File: src/rtl/pmem_fetch_arbiter_pkg.sv
// Shared types and constants for the program-memory fetch arbiter.
package pmem_fetch_arbiter_pkg;

  // Number of combinational read ports on program_mem that the arbiter shares.
  localparam int NUM_PMEM_PORTS = 2;

  // Per-channel fetch state.
  typedef enum logic [1:0] {
    CH_IDLE = 2'd0,
    CH_READ = 2'd1,
    CH_RESP = 2'd2
  } pmem_ch_state_t;

endpackage

File: src/rtl/pmem_fetch_arbiter_rr_pick2.sv
// Combinational two-winner round-robin picker. Scans cores starting at
// rr_ptr_i. The first eligible core goes to the lowest-numbered free channel.
// The second eligible core goes to channel 1, and only when both channels are free.
module pmem_fetch_arbiter_rr_pick2 #(
  parameter int NUM_CORES = 4,
  parameter int IDX_W     = (NUM_CORES > 1) ? $clog2(NUM_CORES) : 1
) (
  input  logic [NUM_CORES-1:0]  eligible_i,
  input  logic [IDX_W-1:0]      rr_ptr_i,
  input  logic [1:0]            chan_free_i,
  output logic [1:0]            grant_valid_o,
  output logic [1:0][IDX_W-1:0] grant_idx_o
);

  logic             first_found;
  logic             second_found;
  logic [IDX_W-1:0] first_idx;
  logic [IDX_W-1:0] second_idx;

  // Find the first two eligible cores in round-robin order from rr_ptr_i.
  always_comb begin
    int k;
    k            = 0;
    first_found  = 1'b0;
    second_found = 1'b0;
    first_idx    = '0;
    second_idx   = '0;
    for (int i = 0; i < NUM_CORES; i++) begin
      k = int'(rr_ptr_i) + i;
      if (k >= NUM_CORES) k = k - NUM_CORES;
      if (eligible_i[k]) begin
        if (!first_found) begin
          first_found = 1'b1;
          first_idx   = IDX_W'(k);
        end else if (!second_found) begin
          second_found = 1'b1;
          second_idx   = IDX_W'(k);
        end
      end
    end
  end

  // Map the winners onto free channels. A core never takes two channels.
  always_comb begin
    grant_valid_o = '0;
    grant_idx_o   = '0;
    if (first_found) begin
      if (chan_free_i[0]) begin
        grant_valid_o[0] = 1'b1;
        grant_idx_o[0]   = first_idx;
        if (second_found && chan_free_i[1]) begin
          grant_valid_o[1] = 1'b1;
          grant_idx_o[1]   = second_idx;
        end
      end else if (chan_free_i[1]) begin
        grant_valid_o[1] = 1'b1;
        grant_idx_o[1]   = first_idx;
      end
    end
  end

endmodule

File: src/rtl/pmem_fetch_arbiter.sv
// Shares the two program_mem read ports among NUM_CORES instruction fetchers.
// Each channel registers a granted address, captures the read word one cycle
// later, and holds it for the requesting core until the request is dropped.
//
// Handshake: a core raises core_read_valid[k] and keeps it high until it sees
// core_read_ready[k]. The address is sampled only at grant. Ready stays high
// with stable data for as long as valid[k] remains high. The channel frees on
// the first edge where valid[k] is seen low.
module pmem_fetch_arbiter
  import pmem_fetch_arbiter_pkg::*;
#(
  parameter int NUM_CORES      = 4,
  parameter int PMEM_ADDR_BITS = 8,
  parameter int PMEM_DATA_BITS = 16
) (
  input  logic                                         clk,
  input  logic                                         reset,
  input  logic [NUM_CORES-1:0]                         core_read_valid,
  input  logic [NUM_CORES-1:0][PMEM_ADDR_BITS-1:0]     core_read_address,
  output logic [NUM_CORES-1:0]                         core_read_ready,
  output logic [NUM_CORES-1:0][PMEM_DATA_BITS-1:0]     core_read_data,
  output logic [PMEM_ADDR_BITS-1:0]                    pmem1,
  output logic [PMEM_ADDR_BITS-1:0]                    pmem2,
  input  logic [PMEM_DATA_BITS-1:0]                    pmem1_data,
  input  logic [PMEM_DATA_BITS-1:0]                    pmem2_data,
  output pmem_ch_state_t [NUM_PMEM_PORTS-1:0]          dbg_ch_state
);

  localparam int IDX_W = (NUM_CORES > 1) ? $clog2(NUM_CORES) : 1;

  pmem_ch_state_t [NUM_PMEM_PORTS-1:0]                 ch_state_q, ch_state_d;
  logic [NUM_PMEM_PORTS-1:0][IDX_W-1:0]                chan_core_q, chan_core_d;
  logic [NUM_PMEM_PORTS-1:0][PMEM_ADDR_BITS-1:0]       pmem_addr_q, pmem_addr_d;
  logic [NUM_CORES-1:0]                                busy_q, busy_d;
  logic [NUM_CORES-1:0]                                ready_q, ready_d;
  logic [NUM_CORES-1:0][PMEM_DATA_BITS-1:0]            data_q, data_d;
  logic [IDX_W-1:0]                                    rr_ptr_q, rr_ptr_d;

  logic [NUM_CORES-1:0]                                eligible;
  logic [NUM_PMEM_PORTS-1:0]                           chan_free;
  logic [NUM_PMEM_PORTS-1:0]                           grant_valid;
  logic [NUM_PMEM_PORTS-1:0][IDX_W-1:0]                grant_idx;
  logic [NUM_PMEM_PORTS-1:0][PMEM_DATA_BITS-1:0]       chan_rdata;
  logic [IDX_W-1:0]                                    last_grant;

  // A channel leaving CH_RESP is not idle yet. That alone blocks a grant into it.
  always_comb begin
    eligible = core_read_valid & ~busy_q;
    for (int c = 0; c < NUM_PMEM_PORTS; c++) begin
      chan_free[c] = (ch_state_q[c] == CH_IDLE);
    end
    chan_rdata[0] = pmem1_data;
    chan_rdata[1] = pmem2_data;
  end

  pmem_fetch_arbiter_rr_pick2 #(
    .NUM_CORES (NUM_CORES),
    .IDX_W     (IDX_W)
  ) u_pick (
    .eligible_i    (eligible),
    .rr_ptr_i      (rr_ptr_q),
    .chan_free_i   (chan_free),
    .grant_valid_o (grant_valid),
    .grant_idx_o   (grant_idx)
  );

  // When both channels grant, the channel-1 winner came later in the scan.
  always_comb begin
    if (grant_valid[1]) last_grant = grant_idx[1];
    else                last_grant = grant_idx[0];
  end

  // Channel FSMs, busy/ready/data vectors and round-robin pointer next state.
  always_comb begin
    ch_state_d  = ch_state_q;
    chan_core_d = chan_core_q;
    pmem_addr_d = pmem_addr_q;
    busy_d      = busy_q;
    ready_d     = ready_q;
    data_d      = data_q;
    rr_ptr_d    = rr_ptr_q;
    for (int c = 0; c < NUM_PMEM_PORTS; c++) begin
      case (ch_state_q[c])
        CH_IDLE: begin
          if (grant_valid[c]) begin
            ch_state_d[c]          = CH_READ;
            chan_core_d[c]         = grant_idx[c];
            pmem_addr_d[c]         = core_read_address[grant_idx[c]];
            busy_d[grant_idx[c]]   = 1'b1;
          end
        end
        CH_READ: begin
          data_d[chan_core_q[c]]  = chan_rdata[c];
          ready_d[chan_core_q[c]] = 1'b1;
          ch_state_d[c]           = CH_RESP;
        end
        CH_RESP: begin
          if (!core_read_valid[chan_core_q[c]]) begin
            ready_d[chan_core_q[c]] = 1'b0;
            busy_d[chan_core_q[c]]  = 1'b0;
            ch_state_d[c]           = CH_IDLE;
          end
        end
        default: ch_state_d[c] = CH_IDLE;
      endcase
    end
    if (|grant_valid) begin
      if (last_grant == IDX_W'(NUM_CORES - 1)) rr_ptr_d = '0;
      else                                     rr_ptr_d = last_grant + 1'b1;
    end
  end

  // State registers. Reset drops every outstanding fetch.
  always_ff @(posedge clk or posedge reset) begin
    if (reset) begin
      ch_state_q  <= {NUM_PMEM_PORTS{CH_IDLE}};
      chan_core_q <= '0;
      pmem_addr_q <= '0;
      busy_q      <= '0;
      ready_q     <= '0;
      data_q      <= '0;
      rr_ptr_q    <= '0;
    end else begin
      ch_state_q  <= ch_state_d;
      chan_core_q <= chan_core_d;
      pmem_addr_q <= pmem_addr_d;
      busy_q      <= busy_d;
      ready_q     <= ready_d;
      data_q      <= data_d;
      rr_ptr_q    <= rr_ptr_d;
    end
  end

  assign core_read_ready = ready_q;
  assign core_read_data  = data_q;
  assign pmem1           = pmem_addr_q[0];
  assign pmem2           = pmem_addr_q[1];
  assign dbg_ch_state    = ch_state_q;

endmodule

File: config.mk
export PLATFORM = sky130hd
export DESIGN_NAME = pmem_fetch_arbiter
export DESIGN_NICKNAME = d
export VERILOG_FILES = /design/src/rtl/pmem_fetch_arbiter_pkg.sv /design/src/rtl/pmem_fetch_arbiter_rr_pick2.sv /design/src/rtl/pmem_fetch_arbiter.sv
export SDC_FILE = /design/constraint.sdc
export NUM_CORES = 1
export LEC_CHECK = 0
export BUFFER_PORTS_ARGS = -buffer_cell sky130_fd_sc_hd__buf_2
export CAP_MARGIN = 30
export CORE_MARGIN = 5
export CORE_UTILIZATION = 25
export DETAILED_ROUTE_END_ITERATION = 8
export SLEW_MARGIN = 10
export SYNTH_ARGS = -nofsm -noshare
export SYNTH_HDL_FRONTEND = slang
export SYNTH_SLANG_ARGS = --single-unit
File: constraint.sdc
create_clock -name clk -period 5.6 [get_ports clk]
set_clock_uncertainty 0.2 [all_clocks]
set_input_delay 1.4 -clock clk [delete_from_list [all_inputs] [get_ports clk]]
set_output_delay 1.4 -clock clk [all_outputs]
set_load 0.03 [all_outputs]
==> impl_metrics.ini, run 1 <==
[timing]
finalHoldViolCount = 0
setup_slack_ns = 1.28
hold-worst-slack_ns = 0.297
setup_tns_ns = 0
setup_viol = 0
period_needed_ns = 4.32
timing.final.crit_share_pct = 77.1
worst_pin_slew_ns = 0.838
fmax_mhz = 231
rsz0062_at_grt = false
max_slew_margin_pct = 44.2
slew_violations = 0

[cts]
post_cts_buffers = 0
cts_made_buffers = 9
path_clk_slew_ns = 0.07
ctsHoldBuffers = 0
cts_htree_levels = 3
cts.sinks = 98
ctsResizeCount = 0
cts_buffer_depth = 2
tritoncts = done
insertion_delay_ns = 0.36
clockRootBuffer = clkbuf_16

[grt]
grt_pass1_wl_um = 29400
overflow = 0
use_met2_pct = 22.3
grt_pass1_vias = 5170
grtUsageTotal_pct = 14.2
grt_max_degree = 69
grt.busiest_layer = met2
use_met1_pct = 19.7
grt_util_met3_pct = 2.95
antenna_found_initial = 1

[route]
via_per_inst = 4.95
drt_wl_total_um = 18500
num_vias = 5174
routedWlPerCell_um = 17.7
drt_pass1_iterations = 5
drc = 0
detail-route-antenna-nets = 0
initialDrtViolationCount = 321

[logic_synthesis]
syn_inst = 613
synth_edf_count = 0
ys_warn_count = 0
postSynthAreaPerCell_um2 = 9.29
async_flop_share_pct = 100
synth_nets = 691
synth.distinct_cells = 53
netlist_area_mm2 = 0.00569
yosysSeqAreaShare_pct = 43.1
synth_ff_type = dfrtp_1
ys_seq_elements = 98

[placement]
hpwlAfterDp_um = 13300
portBuffers = 157
pre_cts_ws_ns = 0.942
dp_cells = 1026
place.gp.congestion = 0.864

[floorplan]
core-area_mm2 = 0.0225
die_h_um = 161
fp-row-count = 55
dieArea_mm2 = 0.0259
die_w_um = 161
initial_core_util_pct = 25.3
io_pins = 158

[setup_path]
rrSetupSlack_ns = 1.92
timing.rr.start = rr_ptr_q[1]
max_stage_delay_ns = 0.67
critical_path.max_fanout = 17
endpoint = pmem2[3]
path_cells = buf_2 -> nand2b_1 -> mux2i_1 -> nand2_1 -> o21ai_0 -> ha_1 -> o221ai_1 -> and4_1 -> nor3_4 -> a32oi_4 -> mux2i_1 -> o221ai_1
start_kind = primary input
r2r_cells = 10
arrival_ns = 4.33
rr_endpoint = pmem2[3]
crit_start = core_read_valid[3]
critPathKind = in -> reg
critPathRequiredTime_ns = 5.61
critical-path-slowest-cell = a32oi_4
path_depth = 12
cpLargestDelayFamily = compound AO/OA/AOI/OAI gates
path_buf_inv = 1
cp-end-kind = register

[hold_path]
min_path_type = reg -> reg

[run]
cap_viol_max_count = 0

[layout]
drive_above_1_share_pct = 26.7
layout_commonest_cell = buf_2
mostFrequentLayoutCells = buf_2, nand2_1, mux2i_1, dfrtp_1, o21ai_0
final_nets = 832
final_cells = 1045
syn_to_final_growth_pct = 25.7

[power]
p_leak_uw = 0.00350
powerDensity_mw_per_mm2 = 672
ir_drop_mv = 0.230

[run_status]
status = finished, final reports clean
-- where the power goes --
| part | internal [uW] | leakage [uW] | switching, uW |
|---|---|---|---|
| Clock | 361 | 0.000156 | 318 |
| Combinational | 960 | 0.00216 | 1810 |
| Sequential | 1070 | 0.00118 | 288 |
-- per-stage QoR --
step	power, uW	area [um2]	utilization [%]
global route	5170	7160	31.8
global placement	4100	6750	30.0
detailed placement	4150	6810	30.2
finish	4810	7160	31.8
CTS	4840	7120	31.6
floorplan	3300	5690	-
-- how the worst min path moves through the flow --
stage,end,cells after the start,start
finish,pmem1[0],2,pmem1[0]
detailed placement,pmem1[2],2,pmem1[2]
CTS,pmem1[2],2,pmem1[2]
global route,pmem1[4],2,pmem1[4]
global placement,pmem1[6],2,pmem1[6]
floorplan,busy_q[0],2,busy_q[0]
-- Yosys cell counts (3+ instances only) --
library cell  count  area [um2]
o221ai_1         17         149
a21oi_1          24         120
nand2b_1          9        56.3
nor2b_1          11        68.8
nor3_1            8        40.0
xnor2_1           4        35.0
ha_1              8         100
clkbuf_1         24        90.1
o21ai_0          82         410
o32ai_1           3        26.3
o22ai_1           3        18.8
nand3_1           5        25.0
nand2_1         116         435
nor2_1           24        90.1
buf_2            12        60.1
mux2i_1          98         981
buf_1             3        11.3
inv_1            13        48.8
dfrtp_1          98        2450
o211ai_1          7        52.6
-- logic make-up after synthesis --
logic type / after synthesis / synth area share, %
multiplexers: 101 / 18.2
adder cells (fa/ha/maj): 8 / 1.76
buffers and inverters: 56 / 4.31
flip-flops: 98 / 43.1
AO/OA/AOI/OAI: 159 / 17.3
XOR/XNOR: 4 / 0.615
AND/OR/NAND/NOR: 187 / 14.7
-- worst min-delay path: stages (launching register included) --
cell,delay (ns)
dfrtp_1,0.35
nand2_1,0.05
o221ai_1,0.06
-- cell type report --
type / count / area, um2
antenna: 1 / 2.50
clock buffer: 9 / 225
clock inverter: 7 / 90.1
fill: 2346 / 15300
inverter: 13 / 51.3
multi-input combinational: 459 / 3020
sequential: 98 / 2450
tap: 285 / 357
timing repair buffer: 173 / 966
-- sequential cells by signal, indices dropped and copies added (netlist names) --
| name | count |
|---|---|
| busy_q | 4 |
| chan_core_q | 4 |
| core_read_data | 64 |
| core_read_ready | 4 |
| dbg_ch_state | 4 |
| pmem1 | 8 |
| pmem2 | 8 |
| rr_ptr_q | 2 |
-- routing by layer --
metal / vias to the layer above / routed length, um
met2: 175 / 8640
met1: 2506 / 8510
met3: 20 / 1090
li1: 2473 / -
met4: 0 / 291
met5: - / 0
No activity file was read; power rests on OpenSTA's default activity.
==> run 2, diff against run 1 <==
- clock period: 5.6 -> 4.5 ns (I/O delays scaled with it)
==> run 2 against run 1 <==
Net effect: total power grew 24%; hold slack lost 0.0068 ns; sequential cell count is the same; highest routed layer unchanged.
==> impl_metrics.ini, run 2 (synthesis results as in run 1) <==
[layout]
final_nets = 839
syn_to_final_growth_pct = 26.4
drive_above_1_share_pct = 27.4
num-fill-cells = 2333
largest_reg_flops = 64
layout_commonest_cell = buf_2
mostFrequentLayoutCells = buf_2, nand2_1, mux2i_1, dfrtp_1, o21ai_0

[power]
p_leak_uw = 0.00352
power_uw = 5960
powerDensity_mw_per_mm2 = 828
ir_drop_mv = 0.351

[cts]
cts.sinks = 98
tritoncts = done
cts_made_buffers = 9
insertion_delay_ns = 0.36
clockRootBuffer = clkbuf_16
ctsResizeCount = 0
cts_buffer_depth = 2
path_clk_slew_ns = 0.07
post_cts_buffers = 0
cts_htree_levels = 3
ctsHoldBuffers = 0

[route]
initialDrtViolationCount = 333
drt_wl_total_um = 18600
drt_pass1_iterations = 5
drc = 0
detail-route-antenna-nets = 0
via_per_inst = 4.95
num_vias = 5203
routedWlPerCell_um = 17.7

[timing]
timing.final.crit_share_pct = 81.1
finalHoldViolCount = 0
max_slew_margin_pct = 49.9
rsz0062_at_grt = false
fmax_mhz = 274
setup_tns_ns = 0
hold-worst-slack_ns = 0.290
period_needed_ns = 3.65
setup_viol = 0
worst_pin_slew_ns = 0.751
slew_violations = 0
setup_slack_ns = 0.852

[grt]
grt_pass1_wl_um = 29400
overflow = 0
grt_max_degree = 35
grtUsageTotal_pct = 14.3
antenna_found_initial = 1
grt_pass1_vias = 5089

[floorplan]
initial_core_util_pct = 25.3
dieArea_mm2 = 0.0259
fp-row-count = 55
die_h_um = 161
core-area_mm2 = 0.0225
io_pins = 158
die_w_um = 161

[run_status]
status = finished, final reports clean

[setup_path]
critical_path.max_fanout = 23
critPathKind = in -> reg
cp-end-kind = register
critPathRequiredTime_ns = 4.51
arrival_ns = 3.66
start_kind = primary input

[placement]
place.gp.congestion = 0.835
hpwlAfterDp_um = 13500
pre_cts_ws_ns = 0.455
portBuffers = 157

[hold_path]
min_path_type = reg -> reg

[run]
cap_viol_max_count = 0
run 2: changes by cell type in the layout (fill, tap and decap cells not counted):
cell and change:
buf_16 -1, buf_4 +5, buf_8 +3, bufinv_16 -1, clkbuf_8 +1, clkinv_4 +2
inv_6 -1, inv_8 -1
run 2: routing by layer:
metal / vias up / wire length [um] / GRT usage (%)
li1: 2486 / - / -
met1: 2544 / 8570 / 19.9
met2: 165 / 9030 / 22.8
met3: 8 / 869 / 2.98
met4: 0 / 151 / 3.33
met5: - / 0 / 0
run 2: where the power goes:
group | switching, uW | internal (uW)
combinational | 2260 | 1220
sequential | 352 | 1330
clock | 389 | 404
total | 3000 | 2950
run 2: final cells by class:
| type | instances | area, um2 | area share, % |
|---|---|---|---|
| Tap cell | 285 | 357 | 4.96 |
| Clock inverter | 6 | 57.6 | 0.800 |
| Clock buffer | 10 | 239 | 3.32 |
| Sequential cell | 98 | 2450 | 34.1 |
| Timing Repair Buffer | 180 | 1020 | 14.2 |
| Antenna cell | 1 | 2.50 | 0.0348 |
| Inverter | 13 | 51.3 | 0.713 |
| Multi-Input combinational cell | 459 | 3020 | 41.9 |
run 2: final timing paths:
path                                    start            endpoint  slack [ns]  depth (start not counted)
max                        core_read_valid[0]            pmem2[7]        0.85                         13
min                                  pmem1[1]            pmem1[1]        0.29                          2
max reg2reg                       rr_ptr_q[1]            pmem2[7]        1.03                         11
min reg2reg                          pmem1[1]            pmem1[1]        0.29                          2
max in group asynchronous               reset  core_read_data[47]        2.69                          3
min in group asynchronous               reset            pmem1[3]        0.58                          2
run 2: critical path, cell delays in order:
cell	delay, ns
buf_2	0.15
nand2b_1	0.27
nor2_1	0.07
a21oi_1	0.13
o21ai_0	0.13
ha_1	0.30
o221ai_1	0.20
and4_1	0.31
nor3_4	0.07
a32oi_4	0.15
buf_4	0.37
mux2i_1	0.25
o221ai_1	0.13
run 2: metrics by stage:
stage	util, %	instances	instance area (um2)
2_1_floorplan	-	613	5690
3_3_place_gp	30.2	1030	6800
3_5_place_dp	30.6	1035	6900
4_1_cts	32.0	1051	7190
5_1_grt	32.0	1052	7200
6_report	32.0	1052	7200
==> run 3, diff against run 2 <==
- clock period: 4.5 -> 3.05 ns (I/O delays scaled with it)
==> run 3 against run 2 <==
Net effect: clock power increased by 50%; sequential share of layout area fell by 1.2 points; sequential power rose by 45%; non-clock buffer count grew 33; combinational power rose by 59%; critical path type unchanged; critical endpoint is now pmem2[1].
==> impl_metrics.ini, run 3 (synthesis results as in run 1) <==
[cts]
path_clk_slew_ns = 0.08
clockRootBuffer = clkbuf_16
cts.sinks = 98
cts_htree_levels = 3
cts_made_buffers = 9
tritoncts = done
post_cts_buffers = 0
cts_buffer_depth = 2
insertion_delay_ns = 0.35

[setup_path]
arrival_ns = 2.83
path_depth = 12
max_stage_delay_ns = 0.29
cpMostUsedCell = o221ai_1
critical_path.max_fanout = 18
critPathKind = in -> reg
path_cells = buf_2 -> nor2b_1 -> a21oi_2 -> o21ai_2 -> ha_2 -> o221ai_1 -> and4_1 -> nor3_4 -> a32oi_4 -> buf_12 -> mux2i_1 -> o221ai_1
cpLargestDelayFamily = compound AO/OA/AOI/OAI gates
cp-end-kind = register
critPathRequiredTime_ns = 3.07
critical-path-slowest-cell = and4_1
path_buf_inv = 2
r2r_cells = 10
start_kind = primary input

[timing]
period_needed_ns = 2.81
finalHoldViolCount = 0
setup_slack_ns = 0.243
worst_pin_slew_ns = 0.744
slew_violations = 0
setup_viol = 0
fmax_mhz = 356
timing.final.crit_share_pct = 92.0
max_slew_margin_pct = 50.3
rsz0062_at_grt = false

[placement]
pre_cts_ws_ns = -0.117
hpwlAfterDp_um = 13800
portBuffers = 157
place.gp.congestion = 0.820
dp_cells = 1068
dpl_cell_area_mm2 = 0.00716

[route]
routedWlPerCell_um = 17.8
drt_wl_total_um = 19300
detail-route-antenna-nets = 0
num_vias = 5332
via_per_inst = 4.92
drc = 0
initialDrtViolationCount = 299
drt_pass1_iterations = 5

[power]
power_uw = 9170
p_leak_uw = 0.00368
ir_drop_mv = 0.571
powerDensity_mw_per_mm2 = 1230

[floorplan]
fp-row-count = 55
die_w_um = 161
initial_core_util_pct = 25.3
dieArea_mm2 = 0.0259
die_h_um = 161
core-area_mm2 = 0.0225
io_pins = 158

[layout]
largest_reg_flops = 64
syn_to_final_growth_pct = 31.2
num-fill-cells = 2359
layout_commonest_cell = buf_2
final_util_pct = 33.2
final_cells = 1084
finalInstanceArea_mm2 = 0.00747
final_nets = 872
multi_input_area_mm2 = 0.00303
seq_area_mm2 = 0.00245
mostFrequentLayoutCells = buf_2, nand2_1, mux2i_1, dfrtp_1, o21ai_0
n_antenna_cell = 0
drive_above_1_share_pct = 31.0

[grt]
grt_pass1_wl_um = 30500
grt_max_degree = 33
grtUsageTotal_pct = 14.7
overflow = 0
antenna_found_initial = 0
grt_pass1_vias = 5420

[run_status]
status = finished, final reports clean

[hold_path]
hold_depth = 2
min_path_type = reg -> reg

[run]
cap_viol_max_count = 0
-- run 3: area by class of cell --
class	count	share of cell area (%)
Sequential cell	98	32.8
Timing Repair Buffer	213	17.0
Multi-Input combinational cell	459	40.5
Clock buffer	9	3.01
Tap cell	285	4.77
Inverter	13	0.703
Clock inverter	7	1.16
-- run 3: through the flow --
stage / hold slack [ns] / setup TNS (ns)
after floorplan: 0.284 / 0
final: 0.294 / 0
after detailed placement: 0.275 / -1.66
after global placement: 0.268 / -0.933
after CTS: 0.298 / 0
after global routing: 0.326 / 0
-- run 3: per-layer routing --
metal / vias to the layer above / part of all wire (%) / global-route usage, %
met2: 178 / 47 / 23.0
met3: 23 / 5.4 / 2.77
met5: - / 0 / 0
met4: 0 / 2.1 / 5.39
met1: 2580 / 46 / 20.3
li1: 2551 / - / -
-- run 3: worst paths after layout --
check                                        start                  to  slack (ns)
worst max-delay path            core_read_valid[2]            pmem2[1]        0.24
worst min-delay path                      pmem2[6]            pmem2[6]        0.29
worst max register to register         rr_ptr_q[1]            pmem2[1]        0.25
worst min register to register            pmem2[6]            pmem2[6]        0.29
max in group asynchronous                    reset         rr_ptr_q[0]        1.61
min in group asynchronous                    reset  core_read_data[56]        0.33
-- run 3: power breakdown --
| part | internal (uW) | switching [uW] |
|---|---|---|
| clock | 588 | 603 |
| combinational | 2040 | 3490 |
| sequential | 1970 | 475 |
| total | 4590 | 4570 |
-- run 3: worst reg2reg max path: cells and delay by family (launching register included) --
| family | cells | cell delay [ns] |
|---|---|---|
| multiplexers | 1 | 0.25 |
| AO/OA/AOI/OAI | 3 | 0.50 |
| buffers and inverters | 2 | 0.46 |
| flip-flops | 1 | 0.46 |
| AND/OR/NAND/NOR | 4 | 0.80 |
-- run 3: repair_timing --
action	4_1_cts	5_1_grt
resized for setup	0	1
endpoints found under the setup margin	0	2
hold buffers	0	0
